`src/rtl/lamp_pkg.sv`:
```
// lamp_pkg: scheduler state type, mode encoding and shared counter width
// for the lamp_sched block and its tick prescaler.
package lamp_pkg;

    // Scheduler states; DRAIN waits for the light FSM to reach all-off.
    typedef enum logic [2:0] {
        ST_IDLE  = 3'd0,
        ST_LEFT  = 3'd1,
        ST_RIGHT = 3'd2,
        ST_HAZ   = 3'd3,
        ST_DRAIN = 3'd4
    } state_e;

    // Encoding of the mode output.
    localparam logic [1:0] MODE_IDLE  = 2'd0;
    localparam logic [1:0] MODE_LEFT  = 2'd1;
    localparam logic [1:0] MODE_RIGHT = 2'd2;
    localparam logic [1:0] MODE_HAZ   = 2'd3;

    // All counters hold values up to 255.
    localparam int CNT_W = 8;

    // Mode reported for a state; IDLE and DRAIN both report no active mode.
    function automatic logic [1:0] mode_of(state_e s);
        case (s)
            ST_LEFT:  return MODE_LEFT;
            ST_RIGHT: return MODE_RIGHT;
            ST_HAZ:   return MODE_HAZ;
            default:  return MODE_IDLE;
        endcase
    endfunction

endpackage

```
`src/rtl/lamp_sched_if.sv`:
```
// lamp_sched_if: request/cancel inputs and light-drive outputs of the
// lamp scheduler. master = request source, slave = scheduler.
interface lamp_sched_if;
    logic       req_left;
    logic       req_right;
    logic       req_haz;
    logic       cancel;
    logic       seq_done;
    logic       left;
    logic       right;
    logic       hazards;
    logic       tick;
    logic [1:0] mode;

    modport master (
        output req_left, req_right, req_haz, cancel, seq_done,
        input  left, right, hazards, tick, mode
    );

    modport slave (
        input  req_left, req_right, req_haz, cancel, seq_done,
        output left, right, hazards, tick, mode
    );
endinterface

```
`src/rtl/lamp_tick.sv`:
```
// lamp_tick: free-running prescaler counting 0..DIV-1; tick is high on the
// cycle the count equals DIV-1.
module lamp_tick
    import lamp_pkg::*;
#(
    parameter int DIV = 4
) (
    input  logic clk,
    input  logic reset,
    output logic tick
);

    localparam logic [CNT_W-1:0] LAST = CNT_W'(DIV - 1);

    logic [CNT_W-1:0] cnt_q;
    logic [CNT_W-1:0] cnt_d;

    // Wrap after the last count of the period.
    always_comb begin
        cnt_d = (cnt_q == LAST) ? '0 : cnt_q + 1'b1;
    end

    // Count register.
    always_ff @(posedge clk or posedge reset) begin
        if (reset) begin
            cnt_q <= '0;
        end else begin
            cnt_q <= cnt_d;
        end
    end

    assign tick = (cnt_q == LAST);

endmodule

```
`src/rtl/lamp_sched.sv`:
```
// lamp_sched: chooses which lamp sequence (left, right, hazard) the light
// FSM runs, holds each mode for MIN_TICKS ticks before honouring cancel,
// and drains through all-off before returning to idle.
// Optional feature: define LAMP_SCHED_TIMEOUT_EN to let DRAIN also exit
// after DRAIN_MAX ticks without seq_done.
module lamp_sched
    import lamp_pkg::*;
#(
    parameter int DIV       = 4,
    parameter int MIN_TICKS = 2,
    parameter int DRAIN_MAX = 8
) (
    input  logic        clk,
    input  logic        reset,
    lamp_sched_if.slave bus
);

    localparam logic [CNT_W-1:0] HOLD_MAX = CNT_W'(MIN_TICKS);

    state_e           state_q, state_d;
    logic [CNT_W-1:0] hold_q, hold_d;
    logic             pend_q, pend_d;
    logic             canc_q, canc_d;
    logic             left_q, right_q, haz_q;
    logic [1:0]       mode_q;
    logic             tick;
    logic             active;
    logic             hold_full;
    logic             cancel_any;
    logic             drain_expired;

    lamp_tick #(.DIV(DIV)) u_tick (
        .clk   (clk),
        .reset (reset),
        .tick  (tick)
    );

    assign active     = (state_q == ST_LEFT) || (state_q == ST_RIGHT) || (state_q == ST_HAZ);
    assign hold_full  = (hold_q >= HOLD_MAX);
    assign cancel_any = bus.cancel || canc_q;

`ifdef LAMP_SCHED_TIMEOUT_EN
    localparam logic [CNT_W-1:0] DRAIN_LAST = CNT_W'(DRAIN_MAX - 1);

    logic [CNT_W-1:0] drain_q, drain_d;

    assign drain_expired = tick && (drain_q == DRAIN_LAST);

    // Count ticks spent in DRAIN; restart whenever DRAIN is left or entered.
    always_comb begin
        drain_d = '0;
        if ((state_q == ST_DRAIN) && (state_d == ST_DRAIN)) begin
            drain_d = tick ? drain_q + 1'b1 : drain_q;
        end
    end

    // Drain tick counter register.
    always_ff @(posedge clk or posedge reset) begin
        if (reset) begin
            drain_q <= '0;
        end else begin
            drain_q <= drain_d;
        end
    end
`else
    // DRAIN_MAX only matters when the drain timeout is built in.
    logic unused_drain_max;
    assign unused_drain_max = (DRAIN_MAX > 0);
    assign drain_expired    = 1'b0;
`endif

    // Next state, hold counter, pending-switch and latched-cancel flags.
    always_comb begin
        state_d = state_q;
        hold_d  = hold_q;
        pend_d  = pend_q;
        canc_d  = canc_q;

        case (state_q)
            ST_IDLE: begin
                if (bus.req_haz || (bus.req_left && bus.req_right)) begin
                    state_d = ST_HAZ;
                end else if (bus.req_left) begin
                    state_d = ST_LEFT;
                end else if (bus.req_right) begin
                    state_d = ST_RIGHT;
                end
            end
            ST_LEFT, ST_RIGHT: begin
                if (bus.req_haz) begin
                    state_d = ST_HAZ;
                end else if (cancel_any) begin
                    // Cancel always beats a pending switch, even on seq_done.
                    pend_d = 1'b0;
                    if (hold_full) begin
                        state_d = ST_DRAIN;
                    end else begin
                        canc_d = 1'b1;
                    end
                end else if (pend_q && bus.seq_done) begin
                    state_d = (state_q == ST_LEFT) ? ST_RIGHT : ST_LEFT;
                end else if ((state_q == ST_LEFT) ? bus.req_right : bus.req_left) begin
                    pend_d = 1'b1;
                end
            end
            ST_HAZ: begin
                if (cancel_any) begin
                    if (bus.req_haz) begin
                        // Hazard still requested: the cancel is dropped.
                        canc_d = 1'b0;
                    end else if (hold_full) begin
                        state_d = ST_DRAIN;
                    end else begin
                        canc_d = 1'b1;
                    end
                end
            end
            ST_DRAIN: begin
                if (bus.seq_done || drain_expired) begin
                    state_d = ST_IDLE;
                end
            end
            default: begin
                state_d = ST_IDLE;
            end
        endcase

        // Any state change starts the new state with fresh counters and flags.
        if (state_d != state_q) begin
            hold_d = '0;
            pend_d = 1'b0;
            canc_d = 1'b0;
        end else if (active && tick && !hold_full) begin
            hold_d = hold_q + 1'b1;
        end
    end

    // State, hold counter and flag registers.
    always_ff @(posedge clk or posedge reset) begin
        if (reset) begin
            state_q <= ST_IDLE;
            hold_q  <= '0;
            pend_q  <= 1'b0;
            canc_q  <= 1'b0;
        end else begin
            state_q <= state_d;
            hold_q  <= hold_d;
            pend_q  <= pend_d;
            canc_q  <= canc_d;
        end
    end

    // Light drives follow the state register by one cycle; at most one is set.
    always_ff @(posedge clk or posedge reset) begin
        if (reset) begin
            left_q  <= 1'b0;
            right_q <= 1'b0;
            haz_q   <= 1'b0;
            mode_q  <= MODE_IDLE;
        end else begin
            left_q  <= (state_q == ST_LEFT);
            right_q <= (state_q == ST_RIGHT);
            haz_q   <= (state_q == ST_HAZ);
            mode_q  <= mode_of(state_q);
        end
    end

    assign bus.left    = left_q;
    assign bus.right   = right_q;
    assign bus.hazards = haz_q;
    assign bus.mode    = mode_q;
    assign bus.tick    = tick;

endmodule

```
`src/flat_wrapper.sv`:
```
// flat-port wrapper written by rule: the top's interface ports become plain ports
module lamp_sched_flat import lamp_pkg::*;
#(
    parameter int DIV       = 4,
    parameter int MIN_TICKS = 2,
    parameter int DRAIN_MAX = 8
)
  (clk, reset, bus_req_left, bus_req_right, bus_req_haz, bus_cancel, bus_seq_done, bus_left, bus_right, bus_hazards, bus_tick, bus_mode);
  lamp_sched_if bus_i ();
  input  logic clk;
  input  logic reset;
  input wire logic [$bits(bus_i.req_left)-1:0] bus_req_left;
  input wire logic [$bits(bus_i.req_right)-1:0] bus_req_right;
  input wire logic [$bits(bus_i.req_haz)-1:0] bus_req_haz;
  input wire logic [$bits(bus_i.cancel)-1:0] bus_cancel;
  input wire logic [$bits(bus_i.seq_done)-1:0] bus_seq_done;
  output wire logic [$bits(bus_i.left)-1:0] bus_left;
  output wire logic [$bits(bus_i.right)-1:0] bus_right;
  output wire logic [$bits(bus_i.hazards)-1:0] bus_hazards;
  output wire logic [$bits(bus_i.tick)-1:0] bus_tick;
  output wire logic [$bits(bus_i.mode)-1:0] bus_mode;
  assign bus_i.req_left = bus_req_left;
  assign bus_i.req_right = bus_req_right;
  assign bus_i.req_haz = bus_req_haz;
  assign bus_i.cancel = bus_cancel;
  assign bus_i.seq_done = bus_seq_done;
  assign bus_left = bus_i.left;
  assign bus_right = bus_i.right;
  assign bus_hazards = bus_i.hazards;
  assign bus_tick = bus_i.tick;
  assign bus_mode = bus_i.mode;
  lamp_sched #(.DIV(DIV), .MIN_TICKS(MIN_TICKS), .DRAIN_MAX(DRAIN_MAX)) u_core (.clk(clk), .reset(reset), .bus(bus_i));
endmodule
```
`config.mk`:
```
export PLATFORM = sky130hd
export DESIGN_NAME = lamp_sched_flat
export DESIGN_NICKNAME = d
export VERILOG_FILES = /design/src/rtl/lamp_pkg.sv /design/src/rtl/lamp_sched_if.sv /design/src/rtl/lamp_tick.sv /design/src/rtl/lamp_sched.sv /design/src/flat_wrapper.sv
export SDC_FILE = /design/constraint.sdc
export NUM_CORES = 1
export LEC_CHECK = 0
export BUFFER_PORTS_ARGS = -buffer_cell sky130_fd_sc_hd__buf_2
export CORE_MARGIN = 2
export CORE_UTILIZATION = 35
export CTS_CLUSTER_DIAMETER = 30
export DETAILED_ROUTE_END_ITERATION = 12
export GPL_TIMING_DRIVEN = 0
export PLACE_DENSITY_LB_ADDON = 0.12
export SLEW_MARGIN = 20
export SYNTH_ARGS = -nofsm -noshare
export SYNTH_HDL_FRONTEND = slang
export SYNTH_SLANG_ARGS = --single-unit
export TNS_END_PERCENT = 50
```
`constraint.sdc`:
```
create_clock -name clk -period 2.2 [get_ports clk]
set_input_delay 0.33 -clock clk [delete_from_list [all_inputs] [get_ports clk]]
set_output_delay 0.33 -clock clk [all_outputs]
set_load 0.02 [all_outputs]
```
== Yosys cells after proc, flatten, opt, wreduce, memory -nomap -nowiden ==
Index checks and enable logic that the tools add are counted.
Cells by class
  equal/unequal tests: 11
  reductions and logical operators: 17
  add/subtract/negate cells: 2
  magnitude comparators: 1
  multiplexer cells: 30
Operators by type and width (count)
  $mux 3: 10
  $mux 8: 3
  $add 8x1->8 const B: 2
  $mux 1: 13
  $pmux 3 s4: 1
  $ne 3x2->1 const B: 3
  $eq 8x2->1 const B: 1
  $ge 8x2->1 const B: 1
  $reduce_and 4->1: 2
  $eq 3x2->1 const B: 2
  $pmux 2 s3: 1
  $reduce_bool 3->1: 2
  $logic_and 1x1->1: 4
  $logic_or 1x1->1: 4
  $reduce_bool 2->1: 2
  $eq 3x1->1 const B: 1
  $eq 3x3->1 const B: 1
  $logic_not 3->1: 1
  $ne 3x1->1 const B: 1
  $ne 3x3->1: 1
  $mux 2: 1
  $ne 2x1->1 const B: 1
  $pmux 1 s2: 1
  $reduce_or 2->1: 1
  $logic_not 1->1: 1
Word-level totals
  output and inout port bits: 6
  bits of input ports: 7
  word-level logic and storage cells: 70
  register bits: 26

== Depth between registers and ports, before layout ==
Gate-level depths: netlist (run 1).
  depth after elaboration: 9
  mapped depth: 8
  mapped depth without buffers: 7

== Modules after synthesis ==
A second synthesis (run 1) with hierarchy kept.
Unflattened totals
  cell total of the unflattened synthesis: 139
  area, all modules: 1408.9 um^2
Modules (own cells, without submodules)
  lamp_sched: area an instance 1046.0 um^2, cells each 109, instances 1, sequential area each 450.4 um^2
  lamp_tick: area an instance 362.8 um^2, cells each 30, instances 1, sequential area each 200.2 um^2

== Least setup slack after synthesis (run 1) ==
OpenSTA, ideal clock, no wires.
  path type: register -> register
  start point: register u_core.u_tick.cnt_q[0]
  end point: register u_core.hold_q[0]
  data arrival time: 1.783 ns
  period minus slack after synthesis: 1.920 ns
  setup slack: 0.280 ns
  cell stages (with the launch flop): 7
  buffers on the path: 0
  data required time: 2.063 ns
  setup time: 0.137 ns
  cells stage by stage: dfrtp_1 > ha_1 > or4b_4 > nor4_4 > and2b_4 > xnor2_1 > a211oi_2
Between the ends
  longest elaborated chain between the ends: 4
RTL lines
  start, declared: RTL line lamp_tick.sv:15  | logic [CNT_W-1:0] cnt_q;
  start signal, assigned: RTL line lamp_tick.sv:28  | cnt_q <= cnt_d;
  $eq 8x2->1: RTL line lamp_tick.sv:32  | assign tick = (cnt_q == LAST);
  via bus_tick: RTL line flat_wrapper.sv:20  | output wire logic [$bits(bus_i.tick)-1:0] bus_tick;
  $logic_and 1x1->1 (2 in series): RTL line lamp_sched.sv:133  | end else if (active && tick && !hold_full) begin
  $reduce_bool 2->1 (no source line)
  end signal, assigned: RTL line lamp_sched.sv:147  | hold_q <= hold_d;
  end, declared: RTL line lamp_sched.sv:21  | logic [CNT_W-1:0] hold_q, hold_d;
The timed path passes the listed nets, and every way through them passes these cells.
A chain may end at the register's enable or synchronous reset.

== Worst setup path after layout (run 1) ==
  start point: register u_core.u_tick.cnt_q[0]
  end point: output bus_tick
Between the ends
  longest elaborated chain between the ends: 1
RTL lines (RTL line)
  $eq 8x2->1: lamp_tick.sv:32
  end, declared: flat_wrapper.sv:20
Every way passes these cells.

==> flow_summary_export.csv, run 1 <==
group,metric,value,unit
final_layout,fin_cells,200,
final_layout,layout.nets,161,
clocking,clkTransAtPathRegs,0.09,ns
setup_path,r2r_cells,6,
setup_path,critPathBufInv,1,
job,maxCapViolCount,0,
setup_path,arrival,1.71,ns
setup_path,cp_slowest_stage_delay,0.47,ns
yosys,ys_seq_elements,26,
setup_path,crit_family,"simple AND/OR/NAND/NOR gates",
clocking,cts_root_buffer,"clkbuf_8",
timing,slew_violations,0,
route,drtIter0Drc,32,
yosys,yosysTopAreaCell,"dfrtp_1",
yosys,syn_inst,133,
timing,timing.final.crit_share,92.8,%
route,drc,0,
yosys,synthMostInstantiatedCell,"dfrtp_1",
floorplan,start_util,36.1,%
yosys,synth_edf_count,0,
route,firstDrtPassIters,4,
power_and_ir_drop,switching_power,681,uW
timing,whs,0.0926,ns
floorplan,die_y,68.0,um
yosys,syn_nets,143,
setup_path,endpoint,"bus_tick",
grt,grt_usage,14.7,%
floorplan,die_x,68.0,um
clocking,htree_levels,1,
yosys,yosys_warnings,0,
setup_path,r2r-end,"u_core.hold_q[1]$_DFFE_PP0P_",
outcome,outcome,"complete, no violations",
setup_path,rrSetupSlack,0.16,ns
setup_path,startpoint,"u_core.u_tick.cnt_q[0]$_DFF_PP0_",
route,ant_nets,0,
power_and_ir_drop,total_power,1700,uW
final_layout,antenna_cells,0,
setup_path,worst-setup-path-type,"reg2out",
route,viasPerCell,5.35,
timing,period_needed,2.04,ns
yosys,ys_top_cells_by_count,"26 x dfrtp_1, 13 x nand3_1, 9 x a21oi_1",
grt,grt_antenna_before_repair,0,
final_layout,fill_cells,392,
power_and_ir_drop,p_int,1020,uW
clocking,cts.sinks,26,
route,routedWlPerCell,14.2,um
setup_path,required,1.87,ns
clocking,numCtsBuffers,3,
setup_path,crit_chain,"ha_2 > or4b_4 > nor4_4 > buf_4",
grt,overflow,0,
floorplan,dieArea,4620,um^2
grt,grt_max_degree,27,
setup_path,cp-end-kind,"output port",
power_and_ir_drop,power_leakage,0.000725,uW
timing,rsz0062_at_grt,"false",
power_and_ir_drop,p_clk_share,18.2,%
timing,worst_slew_margin_rel,63.6,%
placed_design,globalplace.congestion,0.799,
timing,fin_setup_tns,0,ns
placed_design,io_buffers,11,
route,vias,1070,
timing,clock.fmax,0.490,GHz
final_layout,layout-drive-gt1-share,27.3,%
setup_path,cp_slowest_cell,"or4b_4",
placed_design,numPlacedInstances,194,
timing,finClkSkew,0.00349,ns
route,drt_wl_total,2840,um
power_and_ir_drop,seqPwrFrac,36.1,%
yosys,syn_area,1430,um^2
grt,grt_pass1_wl,5050,um
power_and_ir_drop,peakVddDrop,0.559,mV
floorplan,boundaryPins,13,
setup_path,crit_fanout,4,
yosys,synthArstFlopShare,100,%
yosys,netlist_top_cells_area,"dfrtp_1 45%, nand3_1 4.5%, nor4_4 4.5%",
timing,finalHoldViolations,0,
placed_design,dp_hpwl,2090,um
yosys,avgSynthCellArea,10.8,um^2
grt,grt_pass1_vias,1081,
clocking,cts_tree,"yes",
timing,worst_pin_slew,0.546,ns
clocking,clkLatencyLatePin,0.27,ns
setup_path,startpoint_type,"flop",
floorplan,rows,23,
yosys,netlist.area_leader.share,45.4,%
setup_path,r2r_start,"u_core.hold_q[1]$_DFFE_PP0P_",
yosys,ys.flop_type,"dfrtp_1",
setup_path,cp.depth,4,
clocking,clockBufferDepth,2,
worst_hold_path,min_path_type,"in2async",
floorplan,coreArea,3970,um^2
timing,setup_viol,0,
yosys,ys_types,45,
final_layout,synthToLayoutAreaGrowth,14.1,%
yosys,yosysSeqAreaShare,45.4,%
power_and_ir_drop,swShare,40.2,%
power_and_ir_drop,p_per_area,1040,nW/um^2
power_and_ir_drop,power_frac_comb,45.7,%
## cell families after synthesis
kind of cell	Yosys count	synth area share [%]
AND/OR/NAND/NOR	45	22.4
AO/OA/AOI/OAI	37	19.5
flip-flops	26	45.4
buffers and inverters	14	5.24
XOR/XNOR	8	4.89
adder cells (fa/ha/maj)	3	2.62
## power by group through the flow
| stage | clock network (uW) | registers, uW | logic (uW) |
|---|---|---|---|
| 2_1_floorplan | 0 | 670 | 525 |
| 3_3_place_gp | 0 | 621 | 751 |
| 3_5_place_dp | 0 | 622 | 754 |
| 4_1_cts | 321 | 612 | 755 |
| 5_1_grt | 347 | 625 | 853 |
| 6_report | 309 | 613 | 775 |
## routing by layer
metal | GRT usage (%) | wire length, um | vias up | share of wire [%]
met3 | 2.80 | 95 | 5 | 3.3
met5 | 0 | 0 | - | 0
li1 | - | - | 525 | -
met1 | 18.9 | 1360 | 526 | 48
met2 | 23.9 | 1320 | 14 | 46
met4 | 6.75 | 63 | 0 | 2.2
## what timing repair did
item,CTS,global route
hold buffers,0,0
gates resized for setup,0,4
setup endpoints to repair,1,4
setup buffers,1,1
pin swaps,1,1
## cell type report
cell class / instances / area [um^2] / area share (%)
multi-input cells: 93 / 718 / 44.0
flip-flops and latches: 26 / 651 / 39.8
repair buffers: 13 / 72.6 / 4.44
well taps: 50 / 62.6 / 3.83
clock buffers: 4 / 55.1 / 3.37
plain buffers: 6 / 45.0 / 2.76
inverters: 8 / 30.0 / 1.84
## layout by cell type, fill, tap and decap left out, types with 3 or more instances in the layout
| cell type | instances |
|---|---|
| buf_2 | 13 |
| nand2_1 | 4 |
| a211oi_1 | 6 |
| nor4_4 | 3 |
| buf_4 | 4 |
| inv_1 | 6 |
| a21oi_1 | 9 |
| nor2_1 | 8 |
| clkbuf_8 | 4 |
| dfrtp_1 | 26 |
| nand2b_1 | 3 |
| nand3_1 | 13 |
| xnor2_1 | 7 |
## stage by stage
stage	worst slack, ns	utilization, %	instance area [um^2]
3_5_place_dp	0.101	39.0	1550
6_report	0.158	41.1	1630
2_1_floorplan	0.280	-	1430
5_1_grt	0.0209	41.1	1630
4_1_cts	0.00268	40.6	1610
3_3_place_gp	0.138	39.0	1550
## worst min-delay path by stage
stage	from	to	slack, ns	cells after the start
after floorplan	reset	u_core.bus.hazards$_DFF_PP0_	0.37	1
after global placement	u_core.u_tick.cnt_q[7]$_DFF_PP0_	u_core.u_tick.cnt_q[7]$_DFF_PP0_	0.48	1
after detailed placement	u_core.u_tick.cnt_q[7]$_DFF_PP0_	u_core.u_tick.cnt_q[7]$_DFF_PP0_	0.48	1
after CTS	reset	u_core.hold_q[1]$_DFFE_PP0P_	0.32	2
after global routing	reset	u_core.u_tick.cnt_q[3]$_DFF_PP0_	0.15	2
final	reset	u_core.u_tick.cnt_q[2]$_DFF_PP0_	0.09	2
## state kept, by name, indices dropped and copies added, names as in the netlist
signal	count
u_core.bus.right	1
u_core.canc_q	1
u_core.pend_q	1
u_core.hold_q	8
u_core.bus.hazards	1
u_core.bus.mode	2
u_core.bus.left	1
u_core.state_q	3
u_core.u_tick.cnt_q	8
Note: power is estimated with default switching activity, not from simulation.
==> run 2: changes to the inputs <==
- ABC_AREA: not set -> 1
==> flow_summary_export.csv, run 2 <==
group,metric,value,unit
setup_path,startpoint_type,"flop",
final_layout,final_common_cell,"nand2_1",
route,routedWlPerCell,11.0,um
power_and_ir_drop,swShare,43.7,%
placed_design,io_buffers,12,
yosys,syn_inst,160,
final_layout,synthToLayoutAreaGrowth,11.9,%
yosys,ys_types,25,
yosys,synth_edf_count,0,
clocking,cts.sinks,26,
clocking,post-cts-setup-buffers,0,
route,drt_wl_total,2450,um
yosys,synthMostInstantiatedCell,"nand2_1",
timing,fin_setup_tns,0,ns
route,drtIter0Drc,33,
clocking,numCtsBuffers,3,
yosys,synthArstFlopShare,100,%
grt,grt_max_degree,27,
timing,finClkSkew,0.00270,ns
grt,grt_antenna_before_repair,0,
setup_path,r2r_start,"u_core.hold_q[0]$_DFFE_PP0P_",
setup_path,arrival,2.12,ns
floorplan,die_y,66.2,um
yosys,synth-simple-area-share,33.1,%
clocking,clkTransAtPathRegs,0.08,ns
timing,timing.final.crit_share,87.4,%
setup_path,r2r_cells,11,
route,viasPerCell,4.57,
clocking,clkLatencyLatePin,0.26,ns
grt,grt_pass1_wl,4530,um
grt,overflow,0,
yosys,syn_area,1350,um^2
timing,finalHoldViolations,0,
timing,rsz0062_at_grt,"false",
final_layout,fill_cells,379,
clocking,cts_root_buffer,"clkbuf_8",
setup_path,worst-setup-path-type,"reg2reg",
clocking,htree_levels,1,
final_layout,antenna_cells,0,
yosys,yosys_warnings,0,
route,drc,0,
setup_path,cp_slowest_stage_delay,0.40,ns
final_layout,layout-drive-gt1-share,28.6,%
job,maxCapViolCount,0,
route,vias,1018,
yosys,yosysSeqAreaShare,48.1,%
clocking,cts_tree,"yes",
timing,whs,0.147,ns
floorplan,rows,22,
setup_path,r2r-end,"u_core.hold_q[4]$_DFFE_PP0P_",
clocking,clockBufferDepth,2,
setup_path,crit_fanout,10,
setup_path,required,2.40,ns
placed_design,dp_hpwl,1850,um
worst_hold_path,min_path_type,"in2async",
clocking,cts_resized,0,
yosys,synth_top_family_by_area,"simple AND/OR/NAND/NOR gates",
yosys,synth_compound_area_share,5.37,%
yosys,ys.flop_type,"dfrtp_1",
floorplan,start_util,36.7,%
grt,grt_usage,13.4,%
yosys,synth_adder_area_share,2.78,%
yosys,ys_top_cells_by_count,"27 x nand2_1, 26 x dfrtp_1, 22 x inv_1, 22 x nor2_1, 13 x nor2_2",
grt,grt_pass1_vias,1045,
power_and_ir_drop,power_leakage,0.000791,uW
timing,setup_viol,0,
placed_design,globalplace.congestion,0.883,
yosys,muxShareOfSynthArea,0,%
timing,slew_violations,0,
final_layout,top_regs,"u_core.hold_q (8), u_core.u_tick.cnt_q (8), u_core.state_q (3)",
yosys,avgSynthCellArea,8.45,um^2
final_layout,final_cell_mix,"27 x nand2_1, 26 x dfrtp_1, 22 x nor2_1",
yosys,netlist.area_leader.share,48.1,%
clocking,postCtsHoldBufs,0,
route,firstDrtPassIters,4,
floorplan,die_x,66.2,um
power_and_ir_drop,power_frac_comb,45.5,%
yosys,ys_seq_elements,26,
power_and_ir_drop,p_per_area,1050,nW/um^2
floorplan,dieArea,4380,um^2
floorplan,coreArea,3690,um^2
setup_path,rrSetupSlack,0.28,ns
route,ant_nets,0,
yosys,netlist_top_cells_area,"dfrtp_1 48%, nand2_1 7.5%, inv_1 6.1%",
power_and_ir_drop,switching_power,696,uW
setup_path,cp-end-kind,"flop",
timing,clock.fmax,0.520,GHz
yosys,syn_nets,170,
timing,period_needed,1.92,ns
setup_path,cp_slowest_cell,"dfrtp_1",
timing,worst_slew_margin_rel,37.9,%
yosys,yosysTopAreaCell,"dfrtp_1",
power_and_ir_drop,peakVddDrop,0.345,mV
timing,worst_pin_slew,0.926,ns
final_layout,layout.nets,187,
setup_path,crit_chain,"inv_1 > ha_1 > nor2_1 > nand2_1 > o21ai_0 > nand2_2 > nand3_2 > nand2_1 > nand2_2 > nand3_4 > nor2_2",
yosys,synth-xor-area-share,3.24,%
power_and_ir_drop,seqPwrFrac,38.4,%
outcome,outcome,"complete, no violations",
power_and_ir_drop,p_clk_share,16.1,%
floorplan,boundaryPins,13,
power_and_ir_drop,p_int,898,uW
## run 2: changes by cell type in the layout (fill, tap and decap cells not counted), sizes merged, moves of 3 or more
cell    before  now
nor4         3    0
nand2        4   38
xnor2        7    0
buf         19   12
nand2b       3    0
nor2         8   35
xor2         1    5
nor3         1    4
a21oi        9    5
inv          8   25
a211oi       8    0
nand3       13    7
## run 2: worst max path at each step
stage                                   endpoint  slack, ns  depth (start not counted)                         start
floorplan              u_core.canc_q$_DFFE_PP0P_       0.54                         11  u_core.hold_q[0]$_DFFE_PP0P_
global placement       u_core.pend_q$_DFFE_PP0P_       0.28                         11  u_core.hold_q[0]$_DFFE_PP0P_
detailed placement  u_core.hold_q[4]$_DFFE_PP0P_       0.25                         11  u_core.hold_q[0]$_DFFE_PP0P_
CTS                 u_core.hold_q[4]$_DFFE_PP0P_       0.23                         11  u_core.hold_q[0]$_DFFE_PP0P_
global route        u_core.hold_q[4]$_DFFE_PP0P_       0.09                         11  u_core.hold_q[0]$_DFFE_PP0P_
finish              u_core.hold_q[4]$_DFFE_PP0P_       0.28                         11  u_core.hold_q[0]$_DFFE_PP0P_
## run 2: cell families (layout without fill, tap and decap cells)
kind of cell / after synthesis / after routing
simple gates: 88 / 88
flops: 26 / 26
buf+inv: 26 / 41
compound gates: 12 / 12
xor+xnor: 5 / 5
fa+ha+maj: 3 / 3
## run 2: power groups by stage
stage | Clock (uW) | Combinational (uW) | Sequential [uW]
after detailed placement | 0 | 740 | 620
after CTS | 272 | 742 | 613
after floorplan | 0 | 519 | 666
final | 257 | 726 | 612
after global placement | 0 | 731 | 619
after global routing | 293 | 821 | 622
## run 2: per-layer routing
layer	up-vias	GRT usage [%]	wire length (um)
met3	6	2.73	68
li1	524	-	-
met2	13	22.8	1170
met5	-	0	0
met1	475	17.0	1170
met4	0	4.34	40
## run 2: layout make-up
| type | count | area [um^2] | area share, % |
|---|---|---|---|
| Sequential cell | 26 | 651 | 43.0 |
| Inverter | 26 | 100 | 6.61 |
| Clock buffer | 3 | 41.3 | 2.73 |
| Tap cell | 48 | 60.1 | 3.97 |
| Timing Repair Buffer | 12 | 60.1 | 3.97 |
| Multi-Input combinational cell | 108 | 602 | 39.8 |
## run 2: through the flow
stage,setup WS (ns),total power (uW),cell area (um^2),utilization [%],cells
6_report,0.276,1590,1510,41.0,223
5_1_grt,0.0885,1740,1510,41.0,223
4_1_cts,0.229,1630,1510,41.0,223
3_5_place_dp,0.255,1360,1470,39.9,220
3_3_place_gp,0.285,1350,1470,39.9,220
2_1_floorplan,0.541,1180,1350,-,160
## run 2: critical path: cells and delay by family (launching register included)
family / cells / cell delay [ns]
AO/OA/AOI/OAI: 1 / 0.39
adder cells (fa/ha/maj): 1 / 0.19
buffers and inverters: 1 / 0.06
flip-flops: 1 / 0.40
AND/OR/NAND/NOR: 8 / 0.82
